==> src/rtl/pattern_scan_pkg.sv <==
// Shared definitions for the pattern scan controller and its serial match core.
package pattern_scan_pkg;

  localparam int unsigned DATA_W_DEF  = 8;
  localparam int unsigned PAT_MAX_DEF = 8;
  localparam int unsigned CNT_W_DEF   = 8;
  localparam int unsigned LEN_W       = 4;

  typedef enum logic [1:0] {
    IDLE  = 2'd0,
    LOAD  = 2'd1,
    SHIFT = 2'd2,
    DONE  = 2'd3
  } state_e;

endpackage

==> src/rtl/pattern_match_core.sv <==
// Overlapping Moore-style serial matcher: history shift register, bits-seen
// counter and length-masked compare against the programmed pattern.
module pattern_match_core
  import pattern_scan_pkg::*;
#(
  parameter int unsigned PAT_MAX = PAT_MAX_DEF
) (
  input  logic               clk,
  input  logic               rst,
  input  logic               bit_in,
  input  logic               bit_en,
  input  logic               clear,
  input  logic [PAT_MAX-1:0] pattern,
  input  logic [LEN_W-1:0]   len,
  output logic               match_c,
  output logic               det_pulse
);

  logic [PAT_MAX-1:0] history;
  logic [PAT_MAX-1:0] hist_d;
  logic [PAT_MAX-1:0] mask;
  logic [LEN_W-1:0]   bits_seen;
  logic [LEN_W-1:0]   seen_d;

  // Evaluate the match on the history as it will look after this bit.
  always_comb begin
    mask = '0;
    for (int unsigned i = 0; i < PAT_MAX; i++) begin
      mask[i] = (LEN_W'(i) < len);
    end
    hist_d  = {history[PAT_MAX-2:0], bit_in};
    seen_d  = (bits_seen >= LEN_W'(PAT_MAX)) ? bits_seen : bits_seen + LEN_W'(1);
    match_c = bit_en && (len != '0) && (seen_d >= len) &&
              (((hist_d ^ pattern) & mask) == '0);
  end

  always_ff @(posedge clk or negedge rst) begin
    if (!rst) begin
      history   <= '0;
      bits_seen <= '0;
      det_pulse <= 1'b0;
    end else begin
      det_pulse <= match_c;
      if (clear) begin
        history   <= '0;
        bits_seen <= '0;
      end else if (bit_en) begin
        history   <= hist_d;
        bits_seen <= seen_d;
      end
    end
  end

endmodule

==> src/rtl/pattern_scan_ctrl.sv <==
// Frame-level scheduler: accepts words over valid/ready, serializes them MSB-first
// into the match core, and keeps a saturating match count with a sticky threshold flag.
module pattern_scan_ctrl
  import pattern_scan_pkg::*;
#(
  parameter int unsigned DATA_W  = DATA_W_DEF,
  parameter int unsigned PAT_MAX = PAT_MAX_DEF,
  parameter int unsigned CNT_W   = CNT_W_DEF
) (
  input  logic               clk,
  input  logic               rst,
  input  logic               cfg_we,
  input  logic [PAT_MAX-1:0] cfg_pattern,
  input  logic [LEN_W-1:0]   cfg_len,
  input  logic [CNT_W-1:0]   cfg_thresh,
  input  logic               start,
  input  logic               in_valid,
  input  logic [DATA_W-1:0]  in_data,
  input  logic               in_last,
  output logic               in_ready,
  output logic               busy,
  output logic               done,
  output logic               det_pulse,
  output logic [CNT_W-1:0]   match_cnt,
  output logic               thresh_hit
);

  localparam int unsigned IDX_W = (DATA_W > 1) ? $clog2(DATA_W) : 1;

  state_e             state;
  state_e             state_d;
  logic [DATA_W-1:0]  word_q;
  logic               last_q;
  logic [IDX_W-1:0]   bit_idx;
  logic [PAT_MAX-1:0] pat_q;
  logic [LEN_W-1:0]   len_q;
  logic [CNT_W-1:0]   thr_q;

  logic               cfg_take_c;
  logic               start_c;
  logic               capture_c;
  logic               shift_c;
  logic               match_c;
  logic [LEN_W-1:0]   len_clamp_c;
  logic [CNT_W-1:0]   cnt_inc_c;

  always_comb begin
    state_d   = state;
    cfg_take_c = 1'b0;
    start_c   = 1'b0;
    capture_c = 1'b0;
    shift_c   = 1'b0;
    case (state)
      IDLE: begin
        cfg_take_c = cfg_we;
        if (start) begin
          start_c = 1'b1;
          state_d = LOAD;
        end
      end
      LOAD: begin
        if (in_valid) begin
          capture_c = 1'b1;
          state_d   = SHIFT;
        end
      end
      SHIFT: begin
        shift_c = 1'b1;
        if (bit_idx == '0) begin
          state_d = last_q ? DONE : LOAD;
        end
      end
      DONE:    state_d = IDLE;
      default: state_d = IDLE;
    endcase
  end

  always_comb begin
    len_clamp_c = (cfg_len > LEN_W'(PAT_MAX)) ? LEN_W'(PAT_MAX) : cfg_len;
    cnt_inc_c   = (match_cnt == '1) ? match_cnt : match_cnt + CNT_W'(1);
  end

  // Status outputs are registered from the next state so they track it exactly.
  always_ff @(posedge clk or negedge rst) begin
    if (!rst) begin
      state    <= IDLE;
      in_ready <= 1'b0;
      busy     <= 1'b0;
      done     <= 1'b0;
    end else begin
      state    <= state_d;
      in_ready <= (state_d == LOAD);
      busy     <= (state_d != IDLE);
      done     <= (state_d == DONE);
    end
  end

  always_ff @(posedge clk or negedge rst) begin
    if (!rst) begin
      pat_q <= '0;
      len_q <= '0;
      thr_q <= '0;
    end else if (cfg_take_c) begin
      pat_q <= cfg_pattern;
      len_q <= len_clamp_c;
      thr_q <= cfg_thresh;
    end
  end

  always_ff @(posedge clk or negedge rst) begin
    if (!rst) begin
      word_q  <= '0;
      last_q  <= 1'b0;
      bit_idx <= '0;
    end else if (capture_c) begin
      word_q  <= in_data;
      last_q  <= in_last;
      bit_idx <= IDX_W'(DATA_W - 1);
    end else if (shift_c && (bit_idx != '0)) begin
      bit_idx <= bit_idx - IDX_W'(1);
    end
  end

  // Count lands on the same edge as det_pulse, using the core's combinational match.
  always_ff @(posedge clk or negedge rst) begin
    if (!rst) begin
      match_cnt  <= '0;
      thresh_hit <= 1'b0;
    end else if (start_c) begin
      match_cnt  <= '0;
      thresh_hit <= 1'b0;
    end else if (match_c) begin
      match_cnt <= cnt_inc_c;
      if ((thr_q != '0) && (cnt_inc_c >= thr_q)) begin
        thresh_hit <= 1'b1;
      end
    end
  end

  pattern_match_core #(
    .PAT_MAX (PAT_MAX)
  ) u_core (
    .clk       (clk),
    .rst       (rst),
    .bit_in    (word_q[bit_idx]),
    .bit_en    (shift_c),
    .clear     (start_c),
    .pattern   (pat_q),
    .len       (len_q),
    .match_c   (match_c),
    .det_pulse (det_pulse)
  );

endmodule

==> config.mk <==
export PLATFORM = sky130hd
export DESIGN_NAME = pattern_scan_ctrl
export DESIGN_NICKNAME = d
export VERILOG_FILES = /design/src/rtl/pattern_scan_pkg.sv /design/src/rtl/pattern_match_core.sv /design/src/rtl/pattern_scan_ctrl.sv
export SDC_FILE = /design/constraint.sdc
export NUM_CORES = 1
export LEC_CHECK = 0
export ABC_CLOCK_PERIOD_IN_PS = 2200
export BUFFER_PORTS_ARGS = -buffer_cell sky130_fd_sc_hd__buf_2
export CAP_MARGIN = 25
export CORE_ASPECT_RATIO = 1.4
export CORE_MARGIN = 2
export CORE_UTILIZATION = 48
export DETAILED_ROUTE_END_ITERATION = 16
export PLACE_DENSITY = 0.72
export SLEW_MARGIN = 10
export SYNTH_ARGS = -nofsm -noshare
export SYNTH_HDL_FRONTEND = slang
export SYNTH_SLANG_ARGS = --single-unit
==> constraint.sdc <==
create_clock -name clk -period 2.2 [get_ports clk]
set_input_delay 0.33 -clock clk [delete_from_list [all_inputs] [get_ports clk]]
set_output_delay 0.33 -clock clk [all_outputs]
set_load 0.05 [all_outputs]
# Word level (Yosys, flattened, before mapping)
# Cells that the tools add are included.
[totals] regBits=58 in_bits=34 elab_cells=83
[classes] n_addsub=3 order_cmp=13 n_eq_ne=6 n_mux=27 bitwise_logic=2 reduce_logical=17
[ops] cell="two-way mux 8 bit" count=3
[ops] cell="< comparator 3 x 4 -> 1 bit (first input constant)" count=4
[ops] cell="two-way mux 4 bit" count=4
[ops] cell="two-way mux 7 bit" count=2
[ops] cell="two-way mux 1 bit" count=10
[ops] cell="nonzero test 2 bit" count=5
[ops] cell="adder 8 x 1 -> 8 bit (second input constant)" count=1
[ops] cell="AND 8 bit" count=1
[ops] cell="== test 8 bit (second input constant)" count=1
[ops] cell="greater-or-equal comparator 8 bit" count=1
[ops] cell="logical NOT 8 bit" count=1
[ops] cell="< comparator 1 x 4 -> 1 bit (first input constant)" count=2
[ops] cell="< comparator 2 x 4 -> 1 bit (first input constant)" count=2
[ops] cell="two-way mux 2 bit" count=4
[ops] cell="one-hot mux 2 bit (4 select lines)" count=1
[ops] cell="nonzero test 8 bit" count=1
[ops] cell="XOR 8 bit" count=1
[ops] cell="== test 2 bit (second input constant)" count=3
[ops] cell="two-way mux 3 bit" count=2
[ops] cell="logical AND 1 bit" count=5
[ops] cell="adder 4 x 1 -> 4 bit (second input constant)" count=1
[ops] cell="== test 2 x 1 -> 1 bit (second input constant)" count=2
[ops] cell="greater-or-equal comparator 4 bit" count=1
[ops] cell="greater-or-equal comparator 4 bit (second input constant)" count=1
[ops] cell="other kinds (9)" count=9

# Depth between registers and ports, before layout
# Gate-level depths: netlist of run 1.
[depth] word_depth=8 ltp_mapped=10 ltp_nobuf=10

# By module
# Synthesis of run 1 repeated with hierarchy kept, for this count alone.
[hier_totals] hier_cells=287 hier_area_um2=3084.2
[by_module_without_submodules] mod="pattern_scan_ctrl" n_inst=1 cells_per_inst=206 area_each_um2=2285.9
[by_module_without_submodules] mod="pattern_match_core" n_inst=1 cells_per_inst=81 area_each_um2=798.3

# Least setup slack after synthesis of run 1
# OpenSTA, ideal clock, no wires.
[synth_path] path_kind="register to register" startpoint="register match_cnt[0]" endpoint="register thresh_hit" setup_ps=122 t_arrival_ps=2611 slack_ps=-532 stages_incl_launch_ff=10 cell_sequence="dfrtp_1 ha_1 nand3_1 o2111ai_1 xnor2_1 ha_1 a2111o_1 a31oi_1 o21ai_0 a32o_1"
[synth_via] elab_chain_cells=6 elab_cells_between_ends=7 classes_between="add/sub (1); order compare (1); eq/ne (1); mux (1); reduce/logical (3)"
[synth_rtl] element="from (decl)" line_no="pattern_scan_ctrl.sv:24" text="output logic [CNT_W-1:0] match_cnt,"
[synth_rtl] element="from (signal assigned)" line_no="pattern_scan_ctrl.sv:133" text="match_cnt <= cnt_inc_c;"
[synth_rtl] element="adder 8 x 1 -> 8 bit / == test 8 bit (equally long branches)" line_no="pattern_scan_ctrl.sv:80" text="cnt_inc_c = (match_cnt == '1) ? match_cnt : match_cnt + CNT_W'(1);"
[synth_rtl] element="two-way mux 8 bit *" line_no="pattern_scan_ctrl.sv:80"
[synth_rtl] element="greater-or-equal comparator 8 bit *" line_no="pattern_scan_ctrl.sv:134" text="if ((thr_q != '0) && (cnt_inc_c >= thr_q)) begin"
[synth_rtl] element="logical AND 1 bit *" line_no="pattern_scan_ctrl.sv:134"
[synth_rtl] element="nonzero test 2 bit (no line) *"
[synth_rtl] element="AND reduction 2 bit (no line) *"
[synth_rtl] element="to (signal assigned)" line_no="pattern_scan_ctrl.sv:128" text="thresh_hit <= 1'b0;"
[synth_rtl] element="to (signal assigned)" line_no="pattern_scan_ctrl.sv:131" text="thresh_hit <= 1'b0;"
[synth_rtl] element="to (signal assigned)" line_no="pattern_scan_ctrl.sv:135" text="thresh_hit <= 1'b1;"
[synth_rtl] element="to (decl)" line_no="pattern_scan_ctrl.sv:25" text="output logic thresh_hit"
# Every way passes the cells marked *; elsewhere a longest branch is shown, timed or not.
# A chain may end at the register's enable or synchronous reset.

# Worst setup path in the final report of run 1
[layout_path] startpoint="register u_core.bits_seen[0]" endpoint="register match_cnt[0]"
[layout_via] elab_chain_cells=6 elab_cells_between_ends=7 classes_between="add/sub (1); order compare (2); mux (1); reduce/logical (3)"
[layout_rtl] element="from (decl)" line_no="pattern_match_core.sv:22" text="logic [LEN_W-1:0] bits_seen;"
[layout_rtl] element="from (signal assigned)" line_no="pattern_match_core.sv:49" text="bits_seen <= seen_d;"
[layout_rtl] element="adder 4 x 1 -> 4 bit / greater-or-equal comparator 4 bit (equally long branches)" line_no="pattern_match_core.sv:32" text="seen_d = (bits_seen >= LEN_W'(PAT_MAX)) ? bits_seen : bits_seen + LEN_W'(1);"
[layout_rtl] element="two-way mux 4 bit *" line_no="pattern_match_core.sv:32"
[layout_rtl] element="greater-or-equal comparator 4 bit *" line_no="pattern_match_core.sv:33" text="match_c = bit_en && (len != '0) && (seen_d >= len) &&"
[layout_rtl] element="logical AND 1 bit * (2 in series)" line_no="pattern_match_core.sv:33"
[layout_rtl] element="nonzero test 2 bit (no line) *"
# Marks and branches as above.

==> results, run 1 <==
- Averaged over all synthesized cells, the footprint is 10.8 sq um.
- The height of the die is 99.5 microns.
- Counting every sink on the clock net gives 58.
- On the critical path, the stage with the largest delay is an instance of sky130_fd_sc_hd__dfrtp_1.
- The headroom to the max-slew limit is 53.5%.
- The worst-case hold slack is 25.0 ps.
- The element type at the critical path end is a register.
- Data on the critical path arrives at its endpoint at 2630 ps.
- In this run, post-CTS hold repair placed 0 buffers.
- The repair_antennas step left the layout with diodes totalling 0.
- Including well taps, the total number of placed cells is 427.
- The routed wire length per instance is 14.8 microns.
- The flow ran to the end, but the final reports show violations.
- In the global route stage, overall resource usage came out at 20.4%.
- The first detailed-routing pass took 4 iterations.
- Port buffering added 46 buffers.
- After layout, the design draws a total of 4.96 mW.
- The worst hold path belongs to the class in2async.
- The hold violation total from the final report is 0.
- Detailed placement ended at an HPWL of 4.94 mm.
- The Yosys warning count is 0.
- The kind of cell adding the most delay to the critical path is compound AO/OA/AOI/OAI gates.
- In the final layout, the share of cells above drive strength 1 is 35.7%.
- The most instantiated flip-flop cell in the synthesis netlist is sky130_fd_sc_hd__dfrtp_1.
- The post-synthesis instance area is 3130 sq um.
- The site row count is 34.
- The largest single stage delay on the critical path is 410 ps.
- The power density over the cells is 1240 nW/um^2.
- Synthesis inferred 58 register bits.
- The final critical-path share of the clock period is 110%.
- The overall die area is 7180 sq um.
- TritonCTS built the clock tree.
- The area overhead of the layout relative to synthesis is 27.4%.
- At the worst endpoint, the required time is 2410 ps.
- Setup repair after global routing could not meet its margin everywhere.
- The critical path is of the reg2reg type.
- The number of global-route vias before repair is 2501.
- The buffer type at the clock tree root is sky130_fd_sc_hd__clkbuf_8.
- Synthesis instantiated 51 different standard cells from the library.
- Clock tree synthesis inserted a total of 9 buffers.
- The startpoint type of the worst setup path is a register.
- The global-route wire length before repair is 11.2 mm.
- The number of slew-limit violations in the final report came to 0.
- The count of nets left with antenna violations after detail routing is 0.
- The critical path goes through inv_1 > ha_1 > mux2_4 > ha_4 > a2111oi_2 > a211oi_2 > nand4_4 > buf_4 > o311ai_1 > o41ai_1.
- The clock latency on the worst-skew pair is 340 ps.
- The width of the die is 72.2 microns.
- The cell type with the largest total area after synthesis is sky130_fd_sc_hd__dfrtp_1.
- The number of buffers and inverters on the critical path is 2.
- The initial core utilization is 50.0%.
- Synthesis produced 290 cells.
- The placer congestion estimate is 0.813.
- The tool flagged a number of max-cap violations equal to 0.
- The actual slew at the worst max-slew pin is 697 ps.
- After layout, the worst setup slack is -218 ps.
- The maximum operating frequency is 0.414 GHz.
- Yosys attributes the largest share of cell area to sky130_fd_sc_hd__dfrtp_1, sky130_fd_sc_hd__mux2_1, sky130_fd_sc_hd__ha_1.
- After detailed routing, the number of remaining DRC violations is 0.
- The floorplan step defined a core boundary enclosing 6250 sq um.
- The number of nets in the final layout is 424.
- The number of antenna violations at the first check in global routing was 0.
- The total wirelength of the detailed-routed design is 6.68 mm.
- The routed layout has 2433 vias.
- For the final database, setup skew stands at 10.8 ps.
- Counting every net in the synthesized netlist gives 341.
- The pin count of the biggest net entering global routing is 31.
- Dividing the detail-routed via count by the number of cells gives 5.41.
- Timing analysis after detailed placement gives a worst setup slack of -246 ps.
- The detailed router finished its first iteration with 99 violations.
- After synthesis, the largest area contributor takes up 46.4% of total cell area.
- The shortest period the worst path allows is 2420 ps.
- The count of cells in the finished layout, fillers not included, comes to 450.
- The register clock-pin slew on the reported worst setup and hold paths is 70 ps.
- The analysis attributes to cell leakage a power of 1.97 nW.
- The total I/O pin count is 47.
- After global routing the overflow that remains totals 0.
- Yosys instantiated no cell more often than sky130_fd_sc_hd__dfrtp_1.
- Summing the sequential cell areas from Yosys gives 46.4% of the chip area.
- The checks that failed: setup timing.
- The H-tree depth is 3.
- The worst-case IR drop observed on VDD is 0.848 mV.
- The count of flip-flops with a built-in enable after synthesis is 0.
- The maximum fanout encountered on the critical timing path is 4.
- By count the netlist is led by sky130_fd_sc_hd__dfrtp_1, sky130_fd_sc_hd__nand2_1, sky130_fd_sc_hd__mux2_1.
- The worst-case clock buffer depth is 2.
- The setup-violating endpoint count in the final report is 10.
- In the synthesized netlist the async set-or-reset flop fraction comes to 100%.
- The total of fill cells in the finished design is 496.
-- power breakdown --
group | switching [mW] | internal [mW] | leakage (nW)
combinational | 1.18 | 0.986 | 1.15
clock | 0.446 | 0.552 | 0.0945
sequential | 0.320 | 1.48 | 0.721
-- cells in the final DEF, fill, tap and decap left out, types with 6 or more instances in the layout --
master,instances
sky130_fd_sc_hd__and2_1,10
sky130_fd_sc_hd__buf_2,46
sky130_fd_sc_hd__buf_4,33
sky130_fd_sc_hd__clkbuf_8,10
sky130_fd_sc_hd__dfrtp_1,51
sky130_fd_sc_hd__dfrtp_2,7
sky130_fd_sc_hd__ha_1,14
sky130_fd_sc_hd__inv_1,13
sky130_fd_sc_hd__mux2_1,18
sky130_fd_sc_hd__mux2_4,8
sky130_fd_sc_hd__nand2_1,35
sky130_fd_sc_hd__nand2b_1,6
sky130_fd_sc_hd__nand3_1,15
sky130_fd_sc_hd__nor2_1,7
sky130_fd_sc_hd__o21ai_1,16
sky130_fd_sc_hd__xnor2_1,7
-- state kept, by name, summed over array words and instances, names as in the netlist, 2 cells and up --
register / count
len_q: 4
thr_q: 8
pat_q: 8
state: 2
u_core.history: 7
word_q: 8
u_core.bits_seen: 4
match_cnt: 8
bit_idx: 3
-- metrics by stage --
stage / instance area, sq um / util [%] / setup TNS (ps)
after global routing: 3980 / 63.7 / -2710
after floorplan: 3190 / - / -1100
after detailed placement: 3710 / 59.3 / -2010
after CTS: 3960 / 63.4 / -1880
final: 3980 / 63.7 / -1840
after global placement: 3710 / 59.3 / -1420
-- layer usage --
metal,wire (microns),share of wire (%),track usage [%]
met3,225,3.4,5.07
met2,3560,53,35.3
met1,2770,41,23.3
met4,133,2.0,9.43
met5,0,0,0
-- cell type report --
class                      instances  area [sq um]  share of cell area, %
clock buffer                      10           138                   3.46
clock inverter                     6          66.3                   1.67
inverter                          16          60.1                   1.51
multi-input combinational        207          1650                   41.4
sequential                        58          1460                   36.7
tap                               72          90.1                   2.26
timing repair buffer              81           518                   13.0
-- final timing paths --
kind	slack, ps	cells past startpoint	start	to
worst max-delay path	-220	10	u_core.bits_seen[0]$_DFFE_PN0P_	match_cnt[0]$_DFFE_PN0P_
worst max register to register	-220	10	u_core.bits_seen[0]$_DFFE_PN0P_	match_cnt[0]$_DFFE_PN0P_
worst min register to register	500	1	word_q[7]$_DFFE_PN0P_	word_q[7]$_DFFE_PN0P_
max in group asynchronous	1570	2	rst	pat_q[5]$_DFFE_PN0P_
min in group clk	190	2	in_data[4]	word_q[4]$_DFFE_PN0P_
worst min-delay path	20	1	rst	thr_q[5]$_DFFE_PN0P_
-- cell families after synthesis --
| group | share of synthesized area [%] |
|---|---|
| AO/OA/AOI/OAI | 11.0 |
| XOR/XNOR | 4.24 |
| adder cells (fa/ha/maj) | 6.81 |
| buffers and inverters | 3.40 |
| flip-flops | 46.4 |
| multiplexers | 11.8 |
| AND/OR/NAND/NOR | 16.3 |
-- worst register-to-register path: cells and delay by family, from the launching register on --
kind	cells	cell delay, ps
fa+ha+maj	2	530
buf+inv	2	250
mux	1	290
flops	1	410
simple gates	1	200
compound gates	4	590
-- what timing repair did --
| item | 4_1_cts | 5_1_grt |
|---|---|---|
| setup endpoints to repair | 10 | 10 |
| pin swaps | 2 | 2 |
| buffers inserted | 5 | 1 |
| gates cloned | 1 | 0 |
| gates resized for setup | 1 | 3 |
Power figures use the tool's default switching activity.
==> inputs of run 2 (changes only) <==
--- a/config.mk
+++ b/config.mk
@@ -8,11 +8,11 @@
 export ABC_CLOCK_PERIOD_IN_PS = 2200
 export BUFFER_PORTS_ARGS = -buffer_cell sky130_fd_sc_hd__buf_2
 export CAP_MARGIN = 25
-export CORE_ASPECT_RATIO = 1.4
 export CORE_MARGIN = 2
 export CORE_UTILIZATION = 48
 export DETAILED_ROUTE_END_ITERATION = 16
 export PLACE_DENSITY = 0.72
+export RECOVER_POWER = 100
 export SLEW_MARGIN = 10
 export SYNTH_ARGS = -nofsm -noshare
 export SYNTH_HDL_FRONTEND = slang
==> run 2 against run 1 <==
The run still ends with setup timing left. Clock power grew 9%. Clock skew fell by 3.9 ps. Via count increased by 0.99%. Non-clock buffer count grew 3. Die area down 0.12%. Sequential power about the same. First-iteration DRC count grew 7.1%. Largest power group unchanged.
==> results, run 2 (same netlist as run 1, synthesis figures left out) <==
- The width of the die is 84.7 microns (+17%).
- The final setup slack of the worst path is -308 ps (-90.0 ps).
- The worst setup path is of the reg2reg kind.
- The worst path buffer plus inverter count was 2 (unchanged).
- The total global routing track utilization is 20.3% (-0.066 points).
- The total half-perimeter wirelength after legalization and detailed placement was 4.76 mm (-3.6%).
- The number of maximum-capacitance constraint violations came to 0 (unchanged).
- The headroom to the max-slew limit is 4.79% (-49 points).
- The sum of overflow across all layers after global routing is 0 (unchanged).
- The final critical-path share of the clock period is 114% (+4.1 points).
- The initial core utilization came to 49.5% (-0.48 points).
- The endpoint with the worst hold slack is thr_q[0]$_DFFE_PN0P_.
- The maximum fanout encountered on the critical timing path was 5 (+1).
- The maximum VDD drop is 0.979 mV (+15%).
- The maximum operating frequency is 0.399 GHz (-3.6%).
- The number of placed instances with taps included is 432 (+1.2%).
- The pin count of the biggest net entering global routing is 59 (+90%).
- The total I/O pin count came to 47 (unchanged).
- The signal on the critical path passes through buf_6 > inv_4 > ha_4 > mux2_4 > ha_4 > a2111oi_2 > a211oi_2 > nand4_4 > nor2_8 > mux2_4.
- The final reports fail on setup timing.
- The port buffer count was 46 (unchanged).
- STA classifies the critical path startpoint as a register.
- The number of global-route vias before repair is 2494 (-0.28%).
- The worst clock skew on the final layout is 6.87 ps (-3.89 ps).
- The number of clock sinks seen by CTS is 58 (unchanged).
- The design internal power is 3.24 mW (+7.5%).
- The library cell used most frequently in the layout, excluding fill and tap cells, is sky130_fd_sc_hd__dfrtp_1.
- The shortest period the worst path allows was 2510 ps (+90.0 ps).
- The routed wire length per instance came to 15.0 microns (+1.2%).
- The flow ran to the end, but the final reports show violations.
- The TritonCTS buffer count was 9 (unchanged).
- The CTS tree is done.
- The largest incremental delay on the critical path came to 410 ps (about the same).
- The number of cell instances on the worst register-to-register path is 10 (unchanged).
- In this design, the largest share of critical-path delay is due to multiplexers.
- The number of nets in the final layout came to 427 (+0.71%).
- The area growth from synthesis to layout is 31.1%.
- The H-tree depth is 3 (unchanged).
- The number of antenna violations at the first check in global routing was 0 (unchanged).
- The power share of the sequential group came to 34.4% (-1.8 points).
- The worst-case hold slack is 200 ps (+175 ps).
- The count of unresolved DRC violations after routing is 0 (unchanged).
- The hold violation total from the final report was 0 (unchanged).
- The clock latency on the worst-skew pair was 340 ps (about the same).
- The cell at the slowest stage of the critical path is sky130_fd_sc_hd__dfrtp_1.
- The count of nets left with antenna violations after detail routing is 0 (unchanged).
- The data required time of the critical path is 2420 ps (about the same).
- The power consumption is 5.26 mW (+6.2%).
- The global-route wire length before repair was 11.4 mm (+1.9%).
- The number of buffers inserted by hold repair at cts is 0 (unchanged).
- The worst endpoint data arrival time is 2730 ps (+100 ps).
- The switching power share of the total is 38.5% (-0.72 points).
- The worst-case clock buffer depth is 2 (unchanged).
- The number of iterations in the first detailed-routing pass is 4 (unchanged).
- The register clock-pin slew on the reported worst setup and hold paths is 70 ps (about the same).
- Setup repair after global routing could not meet its margin everywhere.
- The leakage power figure is 1.95 nW (-1.2%).
- The power density over the cells came to 1280 nW/um^2 (+3.2%).
- The buffer type at the clock tree root is sky130_fd_sc_hd__clkbuf_8.
- The total via count after detailed routing is 2457 (+0.99%).
- In this run the critical register-to-register path is captured at match_cnt[1]$_DFFE_PN0P_.
- The worst reg2reg path startpoint is u_core.bits_seen[0]$_DFFE_PN0P_.
- In the layout the commonest cells are sky130_fd_sc_hd__dfrtp_1, sky130_fd_sc_hd__nand2_1, sky130_fd_sc_hd__buf_2, sky130_fd_sc_hd__buf_4, sky130_fd_sc_hd__mux2_1.
- The final cell count without fillers is 458 (+1.8%).
- The number of inserted diodes is 0 (unchanged).
- The actual slew at the worst max-slew pin is 1430 ps (+731 ps).
- The relative contribution of the clock network to total power is 20.7% (+0.6 points).
- The overall die area is 7170 sq um (-0.12%).
- The combinational power share is 44.9% (+1.3 points).
- The total wirelength of the detailed-routed design is 6.88 mm (+3.0%).
- The number of slew-limit violations in the final report was 0 (unchanged).
- The core region area came to 6310 sq um (+0.96%).
- The type of the worst min-delay path is in2reg.
- The startpoint identified for the worst hold timing path is cfg_thresh[0].
- The routed via count divided by cell count is 5.36 (-0.78%).
- The site row count was 29 (-15%).
- The setup-violating endpoint count in the final report is 10 (unchanged).
- The net switching power is 2.03 mW (+4.2%).
- The number of DRC markers in iteration 0 is 106 (+7.1%).
- Along the worst hold path, the cell count comes to 2.
- The flop-to-flop setup slack was -310 ps (-90 ps).
- The fraction of final layout cells with drive strength greater than 1 was 35.7% (about the same).
- The height of the die is 84.7 microns (-15%).
- The element type at the critical path end is a register.
- The placer congestion estimate is 0.764 (-5.9%).
-- run 2: cell count changes in the layout (fill, tap and decap cells not counted), sizes merged --
cell	change
buf	-13
clkinv	+1
clkbuf	+17
clkinvlp	-2
inv	-1
bufinv	+1
-- run 2: area by class of cell --
cell class | count | area (sq um)
fillers | 522 | 2210
multi-input cells | 207 | 1750
flip-flops and latches | 58 | 1460
repair buffers | 84 | 509
clock buffers | 11 | 141
well taps | 77 | 96.3
clock inverters | 5 | 77.6
inverters | 16 | 65.1
-- run 2: power by group through the flow --
stage          combinational (mW)  clock, mW  sequential, mW
5_1_grt                      2.62       1.17            1.86
6_report                     2.36       1.09            1.81
2_1_floorplan                1.51          0            1.84
3_3_place_gp                 2.03          0            1.80
4_1_cts                      2.22       1.11            1.80
3_5_place_dp                 2.09          0            1.82
-- run 2: per-layer routing --
metal	global-route usage [%]	vias to the layer above	share of wire, %
met5	0	-	0
met4	9.81	0	2.8
met3	5.11	18	4.3
met2	33.9	59	51
met1	24.7	1190	42
li1	-	1190	-
-- run 2: worst max path at each step --
stage,from,slack (ps),cells past startpoint,endpoint
finish,u_core.bits_seen[0]$_DFFE_PN0P_,-310,10,match_cnt[1]$_DFFE_PN0P_
global route,u_core.bits_seen[0]$_DFFE_PN0P_,-370,10,match_cnt[2]$_DFFE_PN0P_
CTS,u_core.bits_seen[0]$_DFFE_PN0P_,-260,11,match_cnt[1]$_DFFE_PN0P_
detailed placement,u_core.bits_seen[1]$_DFFE_PN0P_,-230,9,match_cnt[5]$_DFFE_PN0P_
global placement,u_core.bits_seen[1]$_DFFE_PN0P_,-160,9,match_cnt[1]$_DFFE_PN0P_
floorplan,match_cnt[4]$_DFFE_PN0P_,-190,9,thresh_hit$_DFFE_PN0P_
-- run 2: stage by stage --
stage | setup slack, ps | util [%] | setup TNS (ps) | area [sq um]
after detailed placement | -231 | 58.4 | -1920 | 3690
after global routing | -372 | 64.9 | -3580 | 4100
after global placement | -162 | 58.4 | -1330 | 3690
final | -308 | 64.9 | -2900 | 4100
after CTS | -256 | 63.4 | -2240 | 4010
after floorplan | -186 | - | -1100 | 3190
-- run 2: timing repair --
item	CTS	global route
endpoints found under the hold margin	0	0
cloned	1	0
endpoints found under the setup margin	10	10
resized for setup	13	15
pin swaps	11	9
setup buffers	3	6
==> inputs of run 3 (changes only) <==
--- a/config.mk
+++ b/config.mk
@@ -7,7 +7,8 @@
 export LEC_CHECK = 0
 export ABC_CLOCK_PERIOD_IN_PS = 2200
 export BUFFER_PORTS_ARGS = -buffer_cell sky130_fd_sc_hd__buf_2
-export CAP_MARGIN = 25
+export CAP_MARGIN = 15
+export CORE_ASPECT_RATIO = 2
 export CORE_MARGIN = 2
 export CORE_UTILIZATION = 48
 export DETAILED_ROUTE_END_ITERATION = 16
==> constraint.sdc (replaced) <==
create_clock -name clk -period 2.2 [get_ports clk]
set_input_delay 0.22 -clock clk [delete_from_list [all_inputs] [get_ports clk]]
set_output_delay 0.22 -clock clk [all_outputs]
set_load 0.05 [all_outputs]
==> run 3 against run 2 <==
The run still ends with setup timing left. Largest power group unchanged. Clock power up 32%. Worst hold slack worse by 100 ps. Cell area up 0.37%. Wire length is 4.1% higher.
==> results, run 3 (same netlist as run 1, synthesis figures left out) <==
- The run finished, with violations left.
- The checks that failed: setup timing.
- The register clock-pin slew on the reported worst setup and hold paths is 50 ps (-20 ps).
- The total global routing track utilization came to 22.3% (+1.9 points).
- The worst-case clock buffer depth was 2 (unchanged).
- The number of antenna violations at the first check in global routing came to 0 (unchanged).
- The final critical-path share of the clock period is 112% (-2.1 points).
- The fraction of final layout cells with drive strength greater than 1 is 31.5% (-4.2 points).
- The leakage power figure is 2.00 nW (+2.7%).
- The clock latency on the worst-skew pair is 330 ps (about the same).
- STA classifies the critical path endpoint as a register.
- The actual slew at the worst max-slew pin is 1300 ps (-133 ps).
- The number of iterations in the first detailed-routing pass is 4 (unchanged).
- The overall die area was 7210 sq um (+0.54%).
- The total I/O pin count is 47 (unchanged).
- The initial core utilization is 49.5% (about the same).
- The number of placed instances with taps included is 441 (+2.1%).
- The total via count after detailed routing is 2467 (+0.41%).
- The number of clock sinks seen by CTS was 58 (unchanged).
- The number of slew-limit violations in the final report was 0 (unchanged).
- The site row count was 41 (+41%).
- Setup repair after global routing could not meet its margin everywhere.
- The maximum operating frequency is 0.406 GHz (+1.8%).
- The core region area came to 6310 sq um (about the same).
- The number of DRC markers in iteration 0 is 109 (+2.8%).
- The routed wire length per instance is 15.3 microns (+2.1%).
- The width of the die was 61.1 microns (-28%).
- The setup-violating endpoint count in the final report is 10 (unchanged).
- The maximum VDD drop is 0.993 mV (+1.4%).
- The headroom to the max-slew limit came to 13.6% (+8.9 points).
- The data required time of the critical path is 2400 ps (-20 ps).
- The library cells used most frequently in the layout, excluding fill and tap cells, are sky130_fd_sc_hd__dfrtp_1, sky130_fd_sc_hd__nand2_1, sky130_fd_sc_hd__buf_4, sky130_fd_sc_hd__buf_2.
- The count of unresolved DRC violations after routing is 0 (unchanged).
- The final setup slack of the worst path is -263 ps (+45.5 ps).
- The buffer type at the clock tree root is sky130_fd_sc_hd__clkbuf_16.
- The shortest period the worst path allows is 2460 ps (-45.5 ps).
- The worst clock skew on the final layout was 4.60 ps (-2.26 ps).
- The worst endpoint data arrival time is 2670 ps (-60 ps).
- The total half-perimeter wirelength after legalization and detailed placement is 5.30 mm (+11%).
- The pin count of the biggest net entering global routing was 36 (-39%).
- The tightest min-delay check is of the in2reg type.
- The count of nets left with antenna violations after detail routing is 0 (unchanged).
- The number of maximum-capacitance constraint violations is 0 (unchanged).
- The commonest non-fill, non-tap cell in the layout is sky130_fd_sc_hd__dfrtp_1.
- The area overhead of the layout relative to synthesis is 31.6%.
- The hold violation total from the final report is 0 (unchanged).
- The kind of critical path is reg2reg.
- The final cell count without fillers was 467 (+2.0%).
- The placer congestion estimate is 0.836 (+9.4%).
- The sum of overflow across all layers after global routing was 0 (unchanged).
- The height of the die is 118 microns (+39%).
- The CTS tree is done.
- The number of nets in the final layout is 427 (unchanged).
- The TritonCTS buffer count is 9 (unchanged).
- The flop-to-flop setup slack is -260 ps (+50 ps).
- The H-tree depth was 3 (unchanged).
- The worst-case hold slack is 99.5 ps (-100 ps).
- The global-route wire length before repair is 11.8 mm (+3.8%).
- The power density over the cells is 1320 nW/um^2 (+2.7%).
- The maximum fanout encountered on the critical timing path is 9 (+4).
- The total wirelength of the detailed-routed design is 7.16 mm (+4.1%).
- The routed via count divided by cell count was 5.28 (-1.5%).
- The number of global-route vias before repair came to 2614 (+4.8%).
- The port buffer count came to 46 (unchanged).
- The number of inserted diodes is 0 (unchanged).
- The startpoint type of the worst setup path is a register.
[run 3: cell count changes in the layout (fill, tap and decap cells not counted), sizes merged]
| cell | before | now |
|---|---|---|
| clkinv | 3 | 0 |
| clkinvlp | 1 | 0 |
| clkbuf | 27 | 33 |
| dlygate4sd3 | 0 | 1 |
| buf | 68 | 66 |
| inv | 15 | 16 |
| bufinv | 2 | 1 |
| nor2 | 10 | 9 |
[run 3: cell type report]
| cell class | count | area (sq um) |
|---|---|---|
| Clock buffer | 15 | 288 |
| Clock inverter | 1 | 30.0 |
| Fill cell | 524 | 2200 |
| Inverter | 16 | 60.1 |
| Multi-Input combinational cell | 206 | 1670 |
| Sequential cell | 58 | 1460 |
| Tap cell | 86 | 108 |
| Timing Repair Buffer | 85 | 498 |
[run 3: path summary, 6_finish.rpt]
check	start	endpoint	cells after the start
worst max-delay path	u_core.bits_seen[1]$_DFFE_PN0P_	match_cnt[3]$_DFFE_PN0P_	9
worst min register to register	last_q$_DFFE_PN0P_	last_q$_DFFE_PN0P_	1
worst max register to register	u_core.bits_seen[1]$_DFFE_PN0P_	match_cnt[3]$_DFFE_PN0P_	9
max in group asynchronous	rst	u_core.history[6]$_DFFE_PN0P_	3
worst min-delay path	in_data[7]	word_q[7]$_DFFE_PN0P_	2
min in group asynchronous	rst	u_core.det_pulse$_DFF_PN0_	2
[run 3: critical path, cell delays in order, from the launching register on]
cell                        delay, ps
sky130_fd_sc_hd__dfrtp_1          390
sky130_fd_sc_hd__inv_1             60
sky130_fd_sc_hd__ha_1             280
sky130_fd_sc_hd__mux2_4           300
sky130_fd_sc_hd__ha_4             270
sky130_fd_sc_hd__a2111oi_2         60
sky130_fd_sc_hd__a211oi_2         260
sky130_fd_sc_hd__nand4_4          150
sky130_fd_sc_hd__nor2_8           230
sky130_fd_sc_hd__mux2_4           330
[run 3: what timing repair did]
action | CTS | global route
gates resized for setup | 4 | 5
endpoints found under the setup margin | 10 | 10
cloned | 0 | 0
pin swaps | 5 | 6
endpoints found under the hold margin | 23 | 0
hold buffers | 1 | 0
setup buffers | 5 | 4
[run 3: layer usage]
| layer | part of all wire [%] | routed length, microns | vias to the layer above | GRT usage (%) |
|---|---|---|---|---|
| met5 | 0 | 0 | - | 0 |
| met4 | 5.1 | 366 | 0 | 12.8 |
| met3 | 2.8 | 202 | 25 | 4.40 |
| met2 | 57 | 4090 | 59 | 39.4 |
| met1 | 35 | 2510 | 1196 | 22.4 |
| li1 | - | - | 1187 | - |
[run 3: metrics by stage]
step	util, %	cell area (sq um)	power [mW]	setup TNS (ps)	setup slack [ps]
6_report	65.2	4110	5.43	-2200	-263
3_5_place_dp	58.8	3710	3.97	-1900	-227
3_3_place_gp	58.8	3710	3.89	-1520	-178
2_1_floorplan	-	3190	3.35	-1100	-186
4_1_cts	64.8	4090	5.50	-1590	-195
5_1_grt	65.2	4110	5.80	-8180	-365
[run 3: where the power goes]
part | total, mW | internal, mW | switching (mW)
Sequential | 1.80 | 1.48 | 0.320
Combinational | 2.19 | 0.990 | 1.20
Clock | 1.44 | 0.998 | 0.441
Total | 5.43 | 3.47 | 1.96
